### config.mk
export PLATFORM = sky130hd
export DESIGN_NAME = host_mem_writer
export DESIGN_NICKNAME = d
export VERILOG_FILES = /design/src/rtl/host_mem_writer.sv
export SDC_FILE = /design/constraint.sdc
export NUM_CORES = 1
export LEC_CHECK = 0
export CAP_MARGIN = 40
export CORE_MARGIN = 3
export CORE_UTILIZATION = 45
export DETAILED_ROUTE_END_ITERATION = 16
export PLACE_DENSITY_LB_ADDON = 0.1
export SLEW_MARGIN = 20
export SYNTH_ARGS = -nofsm -noshare
export SYNTH_HDL_FRONTEND = slang
export SYNTH_SLANG_ARGS = --single-unit
### constraint.sdc
create_clock -name clk -period 1.9 [get_ports clk]
set_input_delay 0.38 -clock clk [delete_from_list [all_inputs] [get_ports clk]]
set_output_delay 0.38 -clock clk [all_outputs]
set_load 0.01 [all_outputs]
### src/rtl/host_mem_writer.sv
// Byte-stream command parser that turns host bursts into single-cycle,
// active-low write strobes for the character row buffer, palette and font memory.
module host_mem_writer #(
  parameter int TIMEOUT = 255
) (
  input  logic        clk,
  input  logic        nrst,
  input  logic [7:0]  host_data,
  input  logic        host_valid,
  output logic        host_ready,
  output logic        chrowbuf_wr,
  output logic [7:0]  chrowbuf_wr_addr,
  output logic [15:0] chrowbuf_wr_data,
  output logic        palette_wr,
  output logic [7:0]  palette_wr_addr,
  output logic [15:0] palette_wr_data,
  output logic        fontmem_wr,
  output logic [11:0] fontmem_wr_addr,
  output logic [7:0]  fontmem_wr_data,
  output logic        err
);

  localparam int IW = (TIMEOUT > 1) ? $clog2(TIMEOUT + 1) : 1;

  localparam logic [1:0] T_CHROW = 2'd0;
  localparam logic [1:0] T_PAL   = 2'd1;
  localparam logic [1:0] T_FONT  = 2'd2;
  localparam logic [1:0] T_RSVD  = 2'd3;

  typedef enum logic [2:0] {
    S_CMD, S_ADDR_HI, S_ADDR_LO, S_DATA_HI, S_DATA_LO, S_WRITE
  } state_t;

  state_t        state_q, state_d;
  logic [1:0]    target_q, target_d;
  logic [5:0]    count_q, count_d;
  logic [11:0]   addr_q, addr_d;
  logic [7:0]    data_hi_q, data_hi_d;
  logic [IW-1:0] idle_q, idle_d;
  logic          ready_q, ready_d;
  logic          err_q, err_d;
  logic          cw_q, cw_d, pw_q, pw_d, fw_q, fw_d;
  logic [7:0]    caddr_q, caddr_d, paddr_q, paddr_d;
  logic [15:0]   cdata_q, cdata_d, pdata_q, pdata_d;
  logic [11:0]   faddr_q, faddr_d;
  logic [7:0]    fdata_q, fdata_d;
  logic          accept;
  logic          is_font;

  assign accept  = host_valid && ready_q;
  assign is_font = (target_q == T_FONT);

  always_comb begin
    state_d   = state_q;
    target_d  = target_q;
    count_d   = count_q;
    addr_d    = addr_q;
    data_hi_d = data_hi_q;
    idle_d    = '0;
    err_d     = 1'b0;
    cw_d      = 1'b1;
    pw_d      = 1'b1;
    fw_d      = 1'b1;
    caddr_d   = caddr_q;
    cdata_d   = cdata_q;
    paddr_d   = paddr_q;
    pdata_d   = pdata_q;
    faddr_d   = faddr_q;
    fdata_d   = fdata_q;

    case (state_q)
      S_CMD: begin
        if (accept) begin
          if (host_data[7:6] == T_RSVD) begin
            err_d = 1'b1;
          end else begin
            target_d = host_data[7:6];
            count_d  = host_data[5:0];
            addr_d   = '0;
            state_d  = (host_data[7:6] == T_FONT) ? S_ADDR_HI : S_ADDR_LO;
          end
        end
      end
      S_ADDR_HI: begin
        if (accept) begin
          addr_d[11:8] = host_data[3:0];
          state_d      = S_ADDR_LO;
        end
      end
      S_ADDR_LO: begin
        if (accept) begin
          addr_d[7:0] = host_data;
          state_d     = is_font ? S_DATA_LO : S_DATA_HI;
        end
      end
      S_DATA_HI: begin
        if (accept) begin
          data_hi_d = host_data;
          state_d   = S_DATA_LO;
        end
      end
      S_DATA_LO: begin
        if (accept) begin
          state_d = S_WRITE;
          case (target_q)
            T_CHROW: begin
              cw_d    = 1'b0;
              caddr_d = addr_q[7:0];
              cdata_d = {data_hi_q, host_data};
            end
            T_PAL: begin
              pw_d    = 1'b0;
              paddr_d = addr_q[7:0];
              pdata_d = {data_hi_q, host_data};
            end
            default: begin
              fw_d    = 1'b0;
              faddr_d = addr_q;
              fdata_d = host_data;
            end
          endcase
        end
      end
      S_WRITE: begin
        // 8-bit targets wrap within their own 256-entry space
        addr_d = is_font ? addr_q + 12'd1 : {4'h0, addr_q[7:0] + 8'd1};
        if (count_q == 6'd0) begin
          state_d = S_CMD;
        end else begin
          count_d = count_q - 6'd1;
          state_d = is_font ? S_DATA_LO : S_DATA_HI;
        end
      end
      default: state_d = S_CMD;
    endcase

    if (state_q != S_CMD && state_q != S_WRITE && !accept) begin
      if (idle_q == IW'(TIMEOUT - 1)) begin
        err_d   = 1'b1;
        state_d = S_CMD;
      end else begin
        idle_d = idle_q + 1'b1;
      end
    end

    ready_d = (state_d != S_WRITE);
  end

  always_ff @(posedge clk) begin
    if (!nrst) begin
      state_q   <= S_CMD;
      target_q  <= T_CHROW;
      count_q   <= '0;
      addr_q    <= '0;
      data_hi_q <= '0;
      idle_q    <= '0;
      ready_q   <= 1'b0;
      err_q     <= 1'b0;
      cw_q      <= 1'b1;
      pw_q      <= 1'b1;
      fw_q      <= 1'b1;
      caddr_q   <= '0;
      cdata_q   <= '0;
      paddr_q   <= '0;
      pdata_q   <= '0;
      faddr_q   <= '0;
      fdata_q   <= '0;
    end else begin
      state_q   <= state_d;
      target_q  <= target_d;
      count_q   <= count_d;
      addr_q    <= addr_d;
      data_hi_q <= data_hi_d;
      idle_q    <= idle_d;
      ready_q   <= ready_d;
      err_q     <= err_d;
      cw_q      <= cw_d;
      pw_q      <= pw_d;
      fw_q      <= fw_d;
      caddr_q   <= caddr_d;
      cdata_q   <= cdata_d;
      paddr_q   <= paddr_d;
      pdata_q   <= pdata_d;
      faddr_q   <= faddr_d;
      fdata_q   <= fdata_d;
    end
  end

  assign host_ready       = ready_q;
  assign err              = err_q;
  assign chrowbuf_wr      = cw_q;
  assign chrowbuf_wr_addr = caddr_q;
  assign chrowbuf_wr_data = cdata_q;
  assign palette_wr       = pw_q;
  assign palette_wr_addr  = paddr_q;
  assign palette_wr_data  = pdata_q;
  assign fontmem_wr       = fw_q;
  assign fontmem_wr_addr  = faddr_q;
  assign fontmem_wr_data  = fdata_q;

endmodule

==> results of run 1 <==
[stage by stage]
| stage | util | power (uW) | instances | instance area (um2) |
|---|---|---|---|---|
| floorplan | - | 2620 | 594 | 4820 |
| global placement | 0.586 | 2780 | 822 | 6070 |
| detailed placement | 0.586 | 2790 | 822 | 6070 |
| CTS | 0.603 | 4110 | 838 | 6250 |
| global route | 0.603 | 4250 | 838 | 6260 |
| finish | 0.603 | 4080 | 838 | 6260 |
[placed cells by master, fill, tap and decap left out, types with 4 or more instances in the layout]
cell,instances
o22ai_1,4
ha_1,5
a211oi_1,7
nor2_1,36
or3_1,4
nand2_1,161
nand3b_1,4
nand2b_1,4
xnor2_1,5
clkbuf_8,10
clkdlybuf4s50_1,83
a21oi_1,85
o21ai_0,14
a21o_1,5
inv_1,9
buf_4,44
dfxtp_1,109
nor3_1,7
nand3_1,13
mux2i_1,10
buf_12,6
[power by group through the flow]
stage	clock (uW)	combinational [uW]	sequential (uW)
finish	1340	334	2400
global route	1470	366	2410
CTS	1380	333	2400
detailed placement	0	331	2450
global placement	0	325	2450
floorplan	0	178	2440
[state kept, by name, summed over array words and instances, names as in the netlist, 6 cells and up]
register	cells
chrowbuf_wr_addr	8
idle_q	8
fontmem_wr_addr	12
fontmem_wr_data	8
chrowbuf_wr_data	16
count_q	6
palette_wr_data	16
palette_wr_addr	8
data_hi_q	8
addr_q	12
[Yosys cell counts (4+ instances only)]
cell and count:
a211oi_1 7, a21o_1 5, a21oi_1 85, buf_2 15, buf_4 4, clkbuf_1 19
dfxtp_1 112, ha_1 5, inv_1 10, mux2i_1 10, nand2_1 161, nand2b_1 4
nand3_1 13, nand3b_1 4, nor2_1 36, nor3_1 8, o21ai_0 14, o22ai_1 4
or3_1 4, xnor2_1 5
[cells by family (layout without fill, tap and decap cells)]
family	count (synthesis)	in the layout	synth area share
compound gates	147	147	0.186
mux	10	10	0.0208
simple gates	261	261	0.251
fa+ha+maj	5	5	0.0130
buf+inv	51	159	0.0499
flops	112	112	0.465
xor+xnor	8	8	0.0145
[metal layers]
metal	GRT usage	routed length (um)	vias up
met5	0	0	-
met4	0.0819	228	0
met3	0.0294	457	21
met2	0.371	6290	101
met1	0.303	5950	2142
li1	-	-	2240
[worst paths after layout]
check	start	to	slack, ps	depth (start not counted)
max	host_ready	host_ready	70	1
min	palette_wr_addr[3]	palette_wr_addr[3]	460	2
min reg2reg	palette_wr_addr[3]	palette_wr_addr[3]	460	2
max reg2reg	addr_q[1]	addr_q[10]	130	5
[cell type report]
type	instances	area, um2	share of cell area
inverters	10	37.5	0.00600
well taps	136	170	0.0272
flip-flops and latches	112	2250	0.359
multi-input cells	431	2340	0.374
clock buffers	10	138	0.0220
clock inverters	6	43.8	0.00700
repair buffers	133	1280	0.205
==> flow_summary_export.csv, run 1 <==
group,metric,value,unit
synth,ys_seq_area_frac,0.465,
synth,synth-main-ff-cell,"dfxtp_1",
global_routing,overflow,0,
detailed_routing,drt-initial-drc-count,257,
power_and_ir_drop,switchingPower,1040,uW
cts,clk_pin_slew,100,ps
hold_path,hold_class,"reg -> reg",
floorplan,die_w,109,um
worst_setup_path,worstPathArrival,1450,ps
floorplan,die-area,0.0120,mm2
power_and_ir_drop,powerDensity,652,mW/mm2
detailed_routing,wl,12900,um
detailed_routing,drc,0,
final_layout,diodes,0,
floorplan,die_h,109,um
placed_design,place.gp.congestion,0.837,
global_routing,grt_max_degree,58,
power_and_ir_drop,p_leak,0.00211,uW
cts,cts_max_path_buffers,2,
worst_setup_path,cp_slowest_cell,"clkdlybuf4s50_1",
worst_setup_path,critPathMaxFanout,7,
cts,holdBufCountCts,0,
cts,clock_latency,370,ps
synth,netlist_top_cells_area,"dfxtp_1 47%, nand2_1 13%, a21oi_1 8.8%, nor2_1 2.8%, mux2i_1 2.1%",
final_layout,syn_to_final_growth,29.9,%
placed_design,port-buffer-count,83,
placed_design,hpwl,9460,um
worst_setup_path,slowest_delay,600,ps
detailed_routing,vias,4504,
sta,hold_ws,458,ps
global_routing,grt_usage,0.225,
global_routing,grt_pass1_vias,4265,
worst_setup_path,cp-end-kind,"output pin",
global_routing,grt_first_pass_wirelength,21300,um
floorplan,row_count,37,
synth,yosys.area.top_type,"dfxtp_1",
power_and_ir_drop,pwr-share-seq,0.589,
worst_setup_path,required,1520,ps
final_layout,nFillCells,1017,
synth,ys_ff_latch,112,
power_and_ir_drop,swShare,0.255,
synth,netlist_instances,594,
final_layout,drive_gt1_frac,0.121,
power_and_ir_drop,peakVddDrop,0.348,mV
final_layout,nNetsFinal,713,
sta,rsz0062_at_grt,"false",
cts,h-tree-depth,3,
synth,synth_area,0.00482,mm2
floorplan,start_util,0.465,
detailed_routing,viasPerCell,5.37,
power_and_ir_drop,power_frac_clock,0.329,
cts,clock_sinks,112,
sta,worst_pin_slew,450,ps
sta,slew_headroom,0.697,
detailed_routing,routedWlPerCell,15.4,um
worst_setup_path,crit_chain,"clkdlybuf4s50_1",
floorplan,core,0.0104,mm2
worst_setup_path,path_delay_family,"buffers and inverters",
cts,cts_tree,"yes",
global_routing,grt_antenna_before_repair,0,
cts,ctsResizeCount,0,
worst_setup_path,worstSetupStartpointType,"register",
flow_run,cap_viol_max_count,0,
power_and_ir_drop,p_int,3040,uW
synth,synth-edff-count,0,
synth,yosys.cell_types.count,60,
cts,cts_buffers,9,
sta,layout_min_cycle_time,1830,ps
synth,synth_warnings,0,
sta,drv_slew,0,
sta,clock_skew,6.98,ps
synth,syn_area_per_cell,8.11,um2
sta,final-hold-violation-count,0,
synth,syn_nets,610,
sta,final-setup-viol-count,0,
power_and_ir_drop,pwr-share-comb,0.082,
sta,fin_setup_tns,0,ps
worst_setup_path,cp_num_buf_inv,1,
sta,finalCritPeriodShare,0.962,
synth,synth_top_area_frac,0.465,
detailed_routing,final_antenna_net_count,0,
floorplan,pin_count,84,
status,status,"completed",
cts,root_buffer,"clkbuf_8",
worst_setup_path,path_class,"reg -> out",
synth,async_flop_share,0,
placed_design,post-place-ws,-205,ps
detailed_routing,dr.pass1.iters,4,
sta,clock.fmax,0.547,GHz
sta,post-route-worst-setup-slack,71.4,ps
cts,cts_setup_buffers,0,
Power figures use the tool's default switching activity.
==> run 2: changes to the inputs <==
==> constraint.sdc (replaced) <==
create_clock -name clk -period 2.35 [get_ports clk]
set_input_delay 0.47 -clock clk [delete_from_list [all_inputs] [get_ports clk]]
set_output_delay 0.47 -clock clk [all_outputs]
set_load 0.01 [all_outputs]
==> run 2 against run 1 <==
Against the previous run:
- combinational power decreased by 32%
- non-clock buffer count fell by 25
- routed wire length is 1.1% lower
- first-iteration DRC count fell by 7.8%
- hold slack better by 1.3 ps
- design area shrank 3.1%
- clock power decreased by 11%
- register-to-register slack gained 200 ps
- cell count shrank 3.0%
- count of clock-buffer cells in the layout decreased by 1
- total power shrank 18%
- critical endpoint is now idle_q[2]
- largest cell class unchanged
- largest power group unchanged
==> flow_summary_export.csv, run 2 (same netlist as run 1, synthesis figures left out) <==
group,metric,value,unit
status,status,"completed",
global_routing,grt_first_pass_wirelength,21200,um
cts,h-tree-depth,3,
global_routing,grt_max_degree,87,
sta,worst_pin_slew,605,ps
global_routing,grt_usage,0.223,
sta,rsz0062_at_grt,"false",
final_layout,nFillCells,978,
cts,root_buffer,"clkbuf_8",
global_routing,use_met2,0.376,
placed_design,hpwl,8810,um
final_layout,diodes,0,
floorplan,die-area,0.0120,mm2
final_layout,nNetsFinal,688,
floorplan,die_h,109,um
worst_setup_path,cp-end-kind,"register",
final_layout,layout_commonest_cell,"nand2_1",
detailed_routing,drc,0,
global_routing,grt_pass1_vias,4241,
cts,clock_latency,380,ps
power_and_ir_drop,powerDensity,554,mW/mm2
cts,holdBufCountCts,0,
placed_design,port-buffer-count,83,
cts,clk_pin_slew,120,ps
worst_setup_path,required,2660,ps
sta,final-hold-violation-count,0,
detailed_routing,drt-initial-drc-count,237,
final_layout,final-seq-area,0.00224,mm2
sta,clock.fmax,0.494,GHz
detailed_routing,final_antenna_net_count,0,
final_layout,multi_input_area,0.00234,mm2
final_layout,drive_gt1_frac,0.0842,
global_routing,overflow,0,
cts,ctsResizeCount,0,
power_and_ir_drop,p_leak,0.00198,uW
worst_setup_path,worstPathArrival,2330,ps
detailed_routing,viasPerCell,5.44,
cts,clock_sinks,112,
global_routing,grt_util_met3,0.0276,
floorplan,pin_count,84,
flow_run,cap_viol_max_count,0,
final_layout,syn_to_final_growth,25.8,%
sta,layout_min_cycle_time,2020,ps
global_routing,grt_antenna_before_repair,0,
floorplan,die_w,109,um
worst_setup_path,critPathMaxFanout,15,
cts,cts_tree,"yes",
final_layout,final_cell_mix,"161 x nand2_1, 112 x dfxtp_1, 85 x a21oi_1, 83 x clkdlybuf4s50_1, 36 x nor2_1",
floorplan,core,0.0104,mm2
sta,drv_slew,0,
cts,cts_setup_buffers,0,
placed_design,dp_cells,797,
global_routing,top_usage_layer,"met2",
detailed_routing,wl,12800,um
worst_setup_path,worstSetupStartpointType,"register",
floorplan,row_count,37,
placed_design,post-place-ws,74.8,ps
sta,finalCritPeriodShare,0.861,
placed_design,place.gp.congestion,0.879,
power_and_ir_drop,peakVddDrop,0.362,mV
detailed_routing,vias,4420,
detailed_routing,routedWlPerCell,15.7,um
floorplan,start_util,0.465,
global_routing,grt.met1_usage,0.296,
sta,post-route-worst-setup-slack,328,ps
worst_setup_path,path_class,"reg -> reg",
cts,cts_buffers,9,
final_layout,finalNonFillerCells,813,
sta,final-setup-viol-count,0,
cts,cts_max_path_buffers,2,
sta,fin_setup_tns,0,ps
hold_path,hold_class,"reg -> reg",
sta,slew_headroom,0.596,
detailed_routing,dr.pass1.iters,4,
sta,clock_skew,15.7,ps
## run 2: routing by layer
layer / vias to the layer above / wire, um / part of all wire
met4: 0 / 226 / 0.018
met3: 16 / 665 / 0.052
met2: 126 / 6120 / 0.48
li1: 2194 / - / -
met5: - / 0 / 0
met1: 2084 / 5770 / 0.45
## run 2: critical path, stage by stage (launching register included)
cell and delay (ps):
dfxtp_1 660, buf_4 230, xor2_1 140, o21ai_0 190, or3b_2 610, nor2_1 130
## run 2: worst paths after layout
path / from / end / slack, ps / cells after the start
max: state_q[2] / idle_q[2] / 330 / 5
min: palette_wr_addr[2] / palette_wr_addr[2] / 460 / 2
max reg2reg: state_q[2] / idle_q[2] / 330 / 5
min reg2reg: palette_wr_addr[2] / palette_wr_addr[2] / 460 / 2
## run 2: where the power goes
group          switching [uW]  total [uW]  internal [uW]
clock network             761        1190            426
logic                     137         227           90.1
registers                31.5        1950           1920
total                     929        3360           2430
## run 2: layout make-up
type | instances | area share
tap | 136 | 0.0281
sequential | 112 | 0.370
timing repair buffer | 108 | 0.174
inverter | 10 | 0.00619
clock buffer | 9 | 0.0204
clock inverter | 7 | 0.0149
multi-input combinational | 431 | 0.386
## run 2: metrics by stage
stage | util | power, uW | hold WS (ps) | area (um2)
floorplan | - | 2120 | 430 | 4820
CTS | 0.584 | 3380 | 462 | 6060
global route | 0.584 | 3470 | 477 | 6060
finish | 0.584 | 3360 | 459 | 6060
detailed placement | 0.564 | 2210 | 446 | 5850
global placement | 0.564 | 2210 | 443 | 5850
==> run 3: changes to the inputs <==
--- a/config.mk
+++ b/config.mk
@@ -10,7 +10,9 @@
 export CORE_UTILIZATION = 45
 export DETAILED_ROUTE_END_ITERATION = 16
 export PLACE_DENSITY_LB_ADDON = 0.1
+export SKIP_LAST_GASP = 1
 export SLEW_MARGIN = 20
 export SYNTH_ARGS = -nofsm -noshare
 export SYNTH_HDL_FRONTEND = slang
 export SYNTH_SLANG_ARGS = --single-unit
+export TNS_END_PERCENT = 5
==> results of run 3 <==
The final DEF is identical to that of run 2; final timing and power are the same.
